**src/rtl/ram_arbiter_pkg.sv**
```systemverilog
// Shared types and defaults for the two-port data-RAM arbiter.
// The state encodings match the platform's historical IDLE/ISSUE/WAIT/ACK numbering.
package ram_arbiter_pkg;

  localparam int unsigned AddrWDef = 7;
  localparam int unsigned DataWDef = 16;
  localparam int unsigned CntW     = 3;

  typedef enum logic [1:0] {
    StIdle  = 2'd0,
    StIssue = 2'd1,
    StWait  = 2'd2,
    StAck   = 2'd3
  } state_e;

  // One-hot ack vector for the served requester: bit 0 = m0, bit 1 = m1.
  function automatic logic [1:0] ack_onehot(input logic id);
    return id ? 2'b10 : 2'b01;
  endfunction

endpackage

```
**src/rtl/ram_arbiter_if.sv**
```systemverilog
// Requester-side req/ack channel into the RAM arbiter.
// The master is the requester and the slave is the arbiter.
interface ram_arbiter_if
  import ram_arbiter_pkg::*;
#(
  parameter int unsigned AddrW = AddrWDef,
  parameter int unsigned DataW = DataWDef
) ();

  logic             req;
  logic             load;
  logic [AddrW-1:0] address;
  logic [DataW-1:0] wdata;
  logic             ack;
  logic [DataW-1:0] rdata;

  modport master (output req, load, address, wdata, input ack, rdata);
  modport slave  (input req, load, address, wdata, output ack, rdata);

endinterface

```
**src/rtl/ram_arbiter_rr_pick2.sv**
```systemverilog
// Combinational two-way picker: round-robin by pointer, or m0-first when fixed_pri_i is set.
module ram_arbiter_rr_pick2 (
  input  logic [1:0] req_i,
  input  logic       ptr_i,
  input  logic       fixed_pri_i,
  output logic       grant_valid_o,
  output logic       grant_id_o
);

  always_comb begin
    grant_valid_o = |req_i;
    if (req_i == 2'b11) begin
      grant_id_o = fixed_pri_i ? 1'b0 : ptr_i;
    end else begin
      grant_id_o = req_i[1];
    end
  end

endmodule

```
**src/rtl/ram_arbiter.sv**
```systemverilog
// Shares the single-port data RAM between the CPU data port (m0) and the loader/DMA (m1).
// One transaction at a time; read data is captured RdLat cycles after the address is issued.
module ram_arbiter
  import ram_arbiter_pkg::*;
#(
  parameter int unsigned AddrW    = AddrWDef,
  parameter int unsigned DataW    = DataWDef,
  parameter int unsigned RdLat    = 1,
  parameter bit          FixedPri = 1'b0
) (
  input  logic             clock_i,
  input  logic             reset_ni,
  ram_arbiter_if.slave     m0_io,
  ram_arbiter_if.slave     m1_io,
  output logic             ram_load_o,
  output logic [AddrW-1:0] ram_address_o,
  output logic [DataW-1:0] ram_input_o,
  input  logic [DataW-1:0] ram_output_i,
  output logic             busy_o,
  output logic             grant_id_o
);

  state_e           state_q;
  logic             ptr_q;
  logic             gid_q;
  logic             load_lat_q;
  logic             ram_load_q;
  logic [AddrW-1:0] ram_address_q;
  logic [DataW-1:0] ram_input_q;
  logic [CntW-1:0]  cnt_q;
  logic [1:0]       ack_q;
  logic [DataW-1:0] out0_q;
  logic [DataW-1:0] out1_q;
  logic             busy_q;

  logic             pick_valid;
  logic             pick_id;
  logic             pick_load;
  logic [AddrW-1:0] pick_addr;
  logic [DataW-1:0] pick_wdata;

  ram_arbiter_rr_pick2 u_pick (
    .req_i         ({m1_io.req, m0_io.req}),
    .ptr_i         (ptr_q),
    .fixed_pri_i   (FixedPri),
    .grant_valid_o (pick_valid),
    .grant_id_o    (pick_id)
  );

  always_comb begin
    pick_load  = pick_id ? m1_io.load    : m0_io.load;
    pick_addr  = pick_id ? m1_io.address : m0_io.address;
    pick_wdata = pick_id ? m1_io.wdata   : m0_io.wdata;
  end

  // Single FSM; every output is a register so the RAM pins never glitch on requester inputs.
  always_ff @(posedge clock_i) begin
    if (!reset_ni) begin
      state_q       <= StIdle;
      ptr_q         <= 1'b0;
      gid_q         <= 1'b0;
      load_lat_q    <= 1'b0;
      ram_load_q    <= 1'b0;
      ram_address_q <= '0;
      ram_input_q   <= '0;
      cnt_q         <= '0;
      ack_q         <= 2'b00;
      out0_q        <= '0;
      out1_q        <= '0;
      busy_q        <= 1'b0;
    end else begin
      ack_q      <= 2'b00;
      ram_load_q <= 1'b0;
      case (state_q)
        StIdle: begin
          if (pick_valid) begin
            state_q       <= StIssue;
            busy_q        <= 1'b1;
            gid_q         <= pick_id;
            ptr_q         <= ~pick_id;
            load_lat_q    <= pick_load;
            ram_load_q    <= pick_load;
            ram_address_q <= pick_addr;
            ram_input_q   <= pick_wdata;
          end
        end
        StIssue: begin
          cnt_q <= CntW'(RdLat - 1);
          if (load_lat_q) begin
            state_q <= StAck;
            ack_q   <= ack_onehot(gid_q);
          end else begin
            state_q <= StWait;
          end
        end
        StWait: begin
          if (cnt_q == '0) begin
            if (gid_q) begin
              out1_q <= ram_output_i;
            end else begin
              out0_q <= ram_output_i;
            end
            ack_q   <= ack_onehot(gid_q);
            state_q <= StAck;
          end else begin
            cnt_q <= cnt_q - CntW'(1);
          end
        end
        StAck: begin
          state_q <= StIdle;
          busy_q  <= 1'b0;
        end
        default: state_q <= StIdle;
      endcase
    end
  end

  assign ram_load_o    = ram_load_q;
  assign ram_address_o = ram_address_q;
  assign ram_input_o   = ram_input_q;
  assign busy_o        = busy_q;
  assign grant_id_o    = gid_q;
  assign m0_io.ack     = ack_q[0];
  assign m1_io.ack     = ack_q[1];
  assign m0_io.rdata   = out0_q;
  assign m1_io.rdata   = out1_q;

endmodule

```
**src/flat_wrapper.sv**
```systemverilog
// flat-port wrapper written by rule: the top's interface ports become plain ports
module ram_arbiter_flat import ram_arbiter_pkg::*;
#(
  parameter int unsigned AddrW    = AddrWDef,
  parameter int unsigned DataW    = DataWDef,
  parameter int unsigned RdLat    = 1,
  parameter bit          FixedPri = 1'b0
)
  (clock_i, reset_ni, ram_load_o, ram_address_o, ram_input_o, ram_output_i, busy_o, grant_id_o, m0_io_req, m0_io_load, m0_io_address, m0_io_wdata, m0_io_ack, m0_io_rdata, m1_io_req, m1_io_load, m1_io_address, m1_io_wdata, m1_io_ack, m1_io_rdata);
  ram_arbiter_if #(.AddrW(AddrW), .DataW(DataW)) m0_io_i ();
  ram_arbiter_if #(.AddrW(AddrW), .DataW(DataW)) m1_io_i ();
  input  logic clock_i;
  input  logic reset_ni;
  output logic ram_load_o;
  output logic [AddrW-1:0] ram_address_o;
  output logic [DataW-1:0] ram_input_o;
  input  logic [DataW-1:0] ram_output_i;
  output logic busy_o;
  output logic grant_id_o;
  input wire logic [$bits(m0_io_i.req)-1:0] m0_io_req;
  input wire logic [$bits(m0_io_i.load)-1:0] m0_io_load;
  input wire logic [$bits(m0_io_i.address)-1:0] m0_io_address;
  input wire logic [$bits(m0_io_i.wdata)-1:0] m0_io_wdata;
  output wire logic [$bits(m0_io_i.ack)-1:0] m0_io_ack;
  output wire logic [$bits(m0_io_i.rdata)-1:0] m0_io_rdata;
  input wire logic [$bits(m1_io_i.req)-1:0] m1_io_req;
  input wire logic [$bits(m1_io_i.load)-1:0] m1_io_load;
  input wire logic [$bits(m1_io_i.address)-1:0] m1_io_address;
  input wire logic [$bits(m1_io_i.wdata)-1:0] m1_io_wdata;
  output wire logic [$bits(m1_io_i.ack)-1:0] m1_io_ack;
  output wire logic [$bits(m1_io_i.rdata)-1:0] m1_io_rdata;
  assign m0_io_i.req = m0_io_req;
  assign m0_io_i.load = m0_io_load;
  assign m0_io_i.address = m0_io_address;
  assign m0_io_i.wdata = m0_io_wdata;
  assign m0_io_ack = m0_io_i.ack;
  assign m0_io_rdata = m0_io_i.rdata;
  assign m1_io_i.req = m1_io_req;
  assign m1_io_i.load = m1_io_load;
  assign m1_io_i.address = m1_io_address;
  assign m1_io_i.wdata = m1_io_wdata;
  assign m1_io_ack = m1_io_i.ack;
  assign m1_io_rdata = m1_io_i.rdata;
  ram_arbiter #(.AddrW(AddrW), .DataW(DataW), .RdLat(RdLat), .FixedPri(FixedPri)) u_core (.clock_i(clock_i), .reset_ni(reset_ni), .m0_io(m0_io_i), .m1_io(m1_io_i), .ram_load_o(ram_load_o), .ram_address_o(ram_address_o), .ram_input_o(ram_input_o), .ram_output_i(ram_output_i), .busy_o(busy_o), .grant_id_o(grant_id_o));
endmodule
```
**config.mk**
```make
export PLATFORM = sky130hd
export DESIGN_NAME = ram_arbiter_flat
export DESIGN_NICKNAME = d
export VERILOG_FILES = /design/src/rtl/ram_arbiter_pkg.sv /design/src/rtl/ram_arbiter_if.sv /design/src/rtl/ram_arbiter_rr_pick2.sv /design/src/rtl/ram_arbiter.sv /design/src/flat_wrapper.sv
export SDC_FILE = /design/constraint.sdc
export NUM_CORES = 1
export LEC_CHECK = 0
export CORE_ASPECT_RATIO = 0.75
export CORE_MARGIN = 8
export CORE_UTILIZATION = 41
export CTS_BUF_LIST = sky130_fd_sc_hd__clkbuf_8
export CTS_CLUSTER_DIAMETER = 200
export DETAILED_ROUTE_END_ITERATION = 7
export GPL_TIMING_DRIVEN = 0
export PLACE_DENSITY = 0.8
export SLEW_MARGIN = 20
export SYNTH_ARGS = -nofsm -noshare
export SYNTH_HDL_FRONTEND = slang
export SYNTH_SLANG_ARGS = --single-unit
export TNS_END_PERCENT = 100
```
**constraint.sdc**
```tcl
create_clock -name clock_i -period 2.75 [get_ports clock_i]
set_input_delay 0.4125 -clock clock_i [delete_from_list [all_inputs] [get_ports clock_i]]
set_output_delay 0.4125 -clock clock_i [all_outputs]
set_load 0.03 [all_outputs]
```
# Word level (Yosys, flattened, before mapping)
# Cells that the tools add are included.
[totals] register_bits=67 out_inout_bits=60 input_bits=68
[classes] bitwise_logic=2 eq_ne=7 reduce_logical=12 mux=16 n_addsub=1
[ops] cell="2-to-1 mux 16 bit" n=1
[ops] cell="2-to-1 mux 2 bit" n=5
[ops] cell="AND reduction 3 bit" n=3
[ops] cell="one-hot mux 2 bit (4 select lines)" n=1
[ops] cell="AND reduction 2 bit" n=4
[ops] cell="2-to-1 mux 7 bit" n=1
[ops] cell="equality test 2 bit (second input constant)" n=3
[ops] cell="one-hot mux 3 bit (2 select lines)" n=1
[ops] cell="2-to-1 mux 1 bit" n=4
[ops] cell="inequality test 2 x 1 -> 1 bit (second input constant)" n=2
[ops] cell="one-hot mux 2 bit (2 select lines)" n=1
[ops] cell="nonzero test 2 bit" n=2
[ops] cell="zero test 3 bit" n=1
[ops] cell="2-to-1 mux 3 bit" n=1
[ops] cell="subtractor 3 x 1 -> 3 bit (second input constant)" n=1
[ops] cell="equality test 2 x 1 -> 1 bit (second input constant)" n=1
[ops] cell="zero test 2 bit" n=1
[ops] cell="inequality test 2 bit (second input constant)" n=1
[ops] cell="NOT 1 bit" n=2
[ops] cell="one-hot mux 1 bit (2 select lines)" n=1
[ops] cell="OR reduction 2 bit" n=1

# Longest topological paths before layout
[logic_depth] word_depth=3 depth_mapped=8

# Modules after synthesis
# A second synthesis with hierarchy kept.
[hier_totals] cells_unflattened=317 area_unflattened_um2=2875.3
[modules_own_cells] module="ram_arbiter" area_per_inst_um2=2855.2 cells_per_inst=314 instances=1
[modules_own_cells] module="ram_arbiter_rr_pick2" area_per_inst_um2=20.0 cells_per_inst=3 instances=1

# Least setup slack after synthesis
# OpenSTA, ideal clock, no wires.
[synth_timing] path_type="reg-to-reg" from="register u_core.state_q[0]" to="register u_core.ram_input_q[0], in the netlist u_core.ram_input_o[0]" period_less_slack_ns=1.584 required_ns=2.628 path_stages_with_launch=7 path_slack_ns=1.166 arrival_ns=1.462 cell_sequence="dfxtp_1 -> inv_1 -> ha_1 -> and4_4 -> buf_6 -> buf_8 -> a221o_1"
[synth_between] elab_chain_cells=2
[synth_lines] item="start: declaration" line="ram_arbiter.sv:23" rtl="state_e state_q;"
[synth_lines] item="start signal: assignment" line="ram_arbiter.sv:59" rtl="state_q <= StIdle;"
[synth_lines] item="start signal: assignment" line="ram_arbiter.sv:77" rtl="state_q <= StIssue;"
[synth_lines] item="start signal: assignment" line="ram_arbiter.sv:90" rtl="state_q <= StAck;"
[synth_lines] item="zero test 2 bit" line="ram_arbiter.sv:74" rtl="case (state_q)"
[synth_lines] item="AND reduction 2 bit (no line)"
[synth_lines] item="end signal: assignment" line="ram_arbiter.sv:84" rtl="ram_input_q <= pick_wdata;"
[synth_lines] item="end: declaration" line="ram_arbiter.sv:29" rtl="logic [DataW-1:0] ram_input_q;"
# No other way between the ends.
# A chain may end at the register's enable or synchronous reset.

# Final worst setup path
[layout_timing] from="register u_core.state_q[0]" to="register u_core.out1_q[9], in the netlist u_core.m1_io.rdata[9]"
[layout_between] elab_chain_cells=2
[layout_lines] item="equality test 2 bit" line="ram_arbiter.sv:74"
[layout_lines] item="AND reduction 3 bit (no line)"
[layout_lines] item="end signal: assignment" line="ram_arbiter.sv:99" rtl="out1_q <= ram_output_i;"
[layout_lines] item="end: declaration" line="ram_arbiter.sv:33" rtl="logic [DataW-1:0] out1_q;"
# No other way between the ends.

==> results.py <==
metrics = {
    "layout": {
        "n_fill_cell": 541,
        "multi_input_area_mm2": 0.00122,
        "drive_gt1_frac": 0.0833,
        "num_antenna_cells": 0,
        "seqCellArea_mm2": 0.00134,
        "synthToLayoutAreaGrowth_pct": 56.3,
        "fin_nets": 502,
    },
    "sta": {
        "finalCritPeriodShare": 0.701,
        "slew_violations": 0,
        "final.setup.worst_slack_ps": 823,
        "period_minus_slack_ps": 1930,
        "tns_ps": 0,
        "slew_headroom": 0.650,
        "fmax_mhz": 519,
        "grt_setup_unrepaired": "false",
        "setup_viol": 0,
        "worst_pin_slew_ps": 525,
        "finClkSkew_ps": 6.60,
        "hold_viol": 0,
    },
    "synthesis": {
        "synth-edff-count": 0,
        "ys.warnings.count": 0,
        "yosysSeqAreaShare": 0.492,
        "ys_seq_elements": 67,
        "async_reset_ff_frac": 0,
        "synth-main-ff-cell": "dfxtp_1",
        "yosys.cell_types.count": 40,
        "synth_nets": 365,
        "postSynthAreaPerCell_um2": 9.39,
        "syn_inst": 290,
        "syn_area_mm2": 0.00272,
    },
    "route": {
        "first_pass_iters": 4,
        "route.detailed.drc": 0,
        "wl_per_cell_um": 17.7,
        "ant_nets": 0,
        "via_count": 2698,
        "routed_via_density": 5.26,
        "drt_iter0_drc": 121,
        "routed_wl_um": 9100,
    },
    "pwr": {
        "pwr-share-seq": 0.362,
        "clkPwrFrac": 0.199,
        "p_sw_frac": 0.389,
        "p_per_area_mw_per_mm2": 837,
        "p_int_w": 0.00218,
        "leakage_nw": 1.64,
        "power_frac_comb": 0.439,
        "switchingPower_w": 0.00139,
        "ir_worst_vdd_mv": 0.419,
    },
    "critical_path": {
        "r2r-start": "u_core.state_q[0]",
        "path_max_fanout": 10,
        "path_cells": "inv_1 -> ha_1 -> buf_2 -> nand4b_1 -> clkbuf_1 -> nand2_1 -> a21oi_1",
        "critPathKind": "reg2reg",
        "start_kind": "flop",
        "cp-end-kind": "flop",
        "critPathRequiredTime_ps": 3020,
        "slowest_delay_ps": 430,
        "cp_slowest_cell": "dfxtp_1",
        "rr_endpoint": "u_core.m1_io.rdata[9]",
        "cp_num_buf_inv": 3,
        "cp.arrival_ps": 2200,
        "ff2ff_setup_slack_ps": 820,
        "r2r_cells": 7,
        "critical-path-top-delay-family": "buffers and inverters",
    },
    "clock_network": {
        "htree_levels": 3,
        "cts_setup_buffers": 0,
        "cts_root_buf": "clkbuf_8",
        "cts_tree": "built",
        "postCtsHoldBufs": 0,
        "clkSlewWorstSetupHoldPaths_ps": 70,
        "clk_path_buf_depth": 2,
        "cts_resized": 0,
        "numCtsBuffers": 9,
        "clock_latency_ps": 340,
        "cts.sinks": 67,
    },
    "outcome": {
        "run_status": "complete, no violations",
    },
    "run": {
        "max_cap_viol_count": 0,
    },
    "worst_hold_path": {
        "min_path_cells": 2,
        "hold_start": "u_core.m1_io.rdata[2]",
        "min_to": "u_core.m1_io.rdata[2]",
        "min_path_type": "reg2reg",
    },
    "die": {
        "dieArea_mm2": 0.00953,
        "top_level_ports": 128,
        "initial_core_util": 0.429,
        "dieHeight_um": 86.6,
        "die_w_um": 110,
        "rows": 25,
        "core_mm2": 0.00635,
    },
    "global_routing": {
        "track_usage": 0.191,
        "grt_start_max_net_pins": 12,
        "antenna_found_initial": 0,
        "grt_pass1_wl_um": 14400,
        "grt_pass1_vias": 2749,
        "grt-ovfl-total": 0,
    },
    "placement": {
        "io_buffers": 126,
        "dp_hpwl_um": 7000,
        "gp_congestion": 0.821,
        "pre_cts_slack_ps": 640,
    },
}
-- power groups by stage --
stage               clock network, W  registers, W  logic (W)
floorplan                          0       0.00164   0.000565
global placement                   0       0.00130    0.00154
detailed placement                 0       0.00131    0.00156
CTS                         0.000728       0.00129    0.00157
global route                0.000769       0.00132    0.00167
finish                      0.000711       0.00129    0.00156
-- cells in the mapped netlist (3+ instances only) --
library cell	n	area, um2
a21oi_1	19	95.1
inv_1	6	22.5
a221o_2	5	56.3
and3_1	24	150
nand2_1	37	139
o21ai_0	16	80.1
nand2b_1	3	18.8
nand3_1	32	160
buf_2	7	35.0
ha_1	7	87.6
clkbuf_1	11	41.3
nor2_1	6	22.5
dfxtp_1	67	1340
a221o_1	19	190
-- metal layers --
layer / part of all wire / GRT usage / vias to the layer above
li1: - / - / 1332
met1: 0.44 / 0.232 / 1299
met2: 0.50 / 0.325 / 61
met3: 0.052 / 0.0511 / 6
met4: 0.0069 / 0.0470 / 0
met5: 0 / 0 / -
-- cell families (layout without fill, tap and decap cells) --
family / count (synthesis) / in the layout / synth area share
buffers and inverters: 31 / 173 / 0.0597
DFF: 67 / 67 / 0.492
AOI/OAI and AO/OA: 71 / 71 / 0.198
muxes: 2 / 2 / 0.00735
and+or+nand+nor: 112 / 112 / 0.211
adders and majority gates: 7 / 7 / 0.0322
-- sequential cells by signal, summed over array words and instances, names as in the netlist --
signal,cells
u_core.m1_io.rdata,16
u_core.m0_io.rdata,16
u_core.cnt_q,3
u_core.ram_address_o,7
u_core.ptr_q,1
u_core.ram_input_o,16
u_core.busy_o,1
u_core.state_q,2
u_core.grant_id_o,1
u_core.ack_q,2
u_core.ram_load_o,1
u_core.load_lat_q,1
-- worst max-delay path by stage --
stage / depth (start not counted) / start / endpoint
floorplan: 6 / u_core.state_q[0] / u_core.ram_input_o[0]
global placement: 5 / m1_io_req / u_core.ram_input_o[8]
detailed placement: 5 / m1_io_req / u_core.ram_address_o[6]
CTS: 7 / u_core.state_q[0] / u_core.m1_io.rdata[3]
global route: 7 / u_core.state_q[0] / u_core.m1_io.rdata[3]
finish: 7 / u_core.state_q[0] / u_core.m1_io.rdata[9]
-- cell usage in the layout (no fill, tap or decap), drive strengths merged, types with 7 or more instances in the layout --
cell and instances:
a21oi 19, nand3 32, o21ai 17, buf 14
ha 7, inv 8, a221o 24, clkdlybuf4s50 126
clkbuf 21, nand2 37, dfxtp 67, and3 24
-- worst register-to-register path, stage by stage (launching register included) --
cell      delay, ps
dfxtp_1         430
inv_1           120
ha_1            200
buf_2           170
nand4b_1        250
clkbuf_1        420
nand2_1         120
a21oi_1         150
-- final cells by class --
cell class                 instances  share of cell area
clock buffer                      10              0.0323
tap                               81              0.0238
inverter                           6             0.00529
timing repair buffer             126               0.296
sequential                        67               0.315
buffer                            25              0.0329
clock inverter                     6             0.00793
multi-input combinational        192               0.287
-- per-stage QoR --
stage          power (W)  hold slack (ps)  area [um2]   util  cells
3_5_place_dp     0.00287              447        4090  0.644    497
2_1_floorplan    0.00221              438        2720      -    290
5_1_grt          0.00375              475        4260  0.671    513
3_3_place_gp     0.00284              442        4090  0.644    497
4_1_cts          0.00359              458        4260  0.671    513
6_report         0.00356              456        4260  0.671    513
Power figures use the tool's default switching activity.
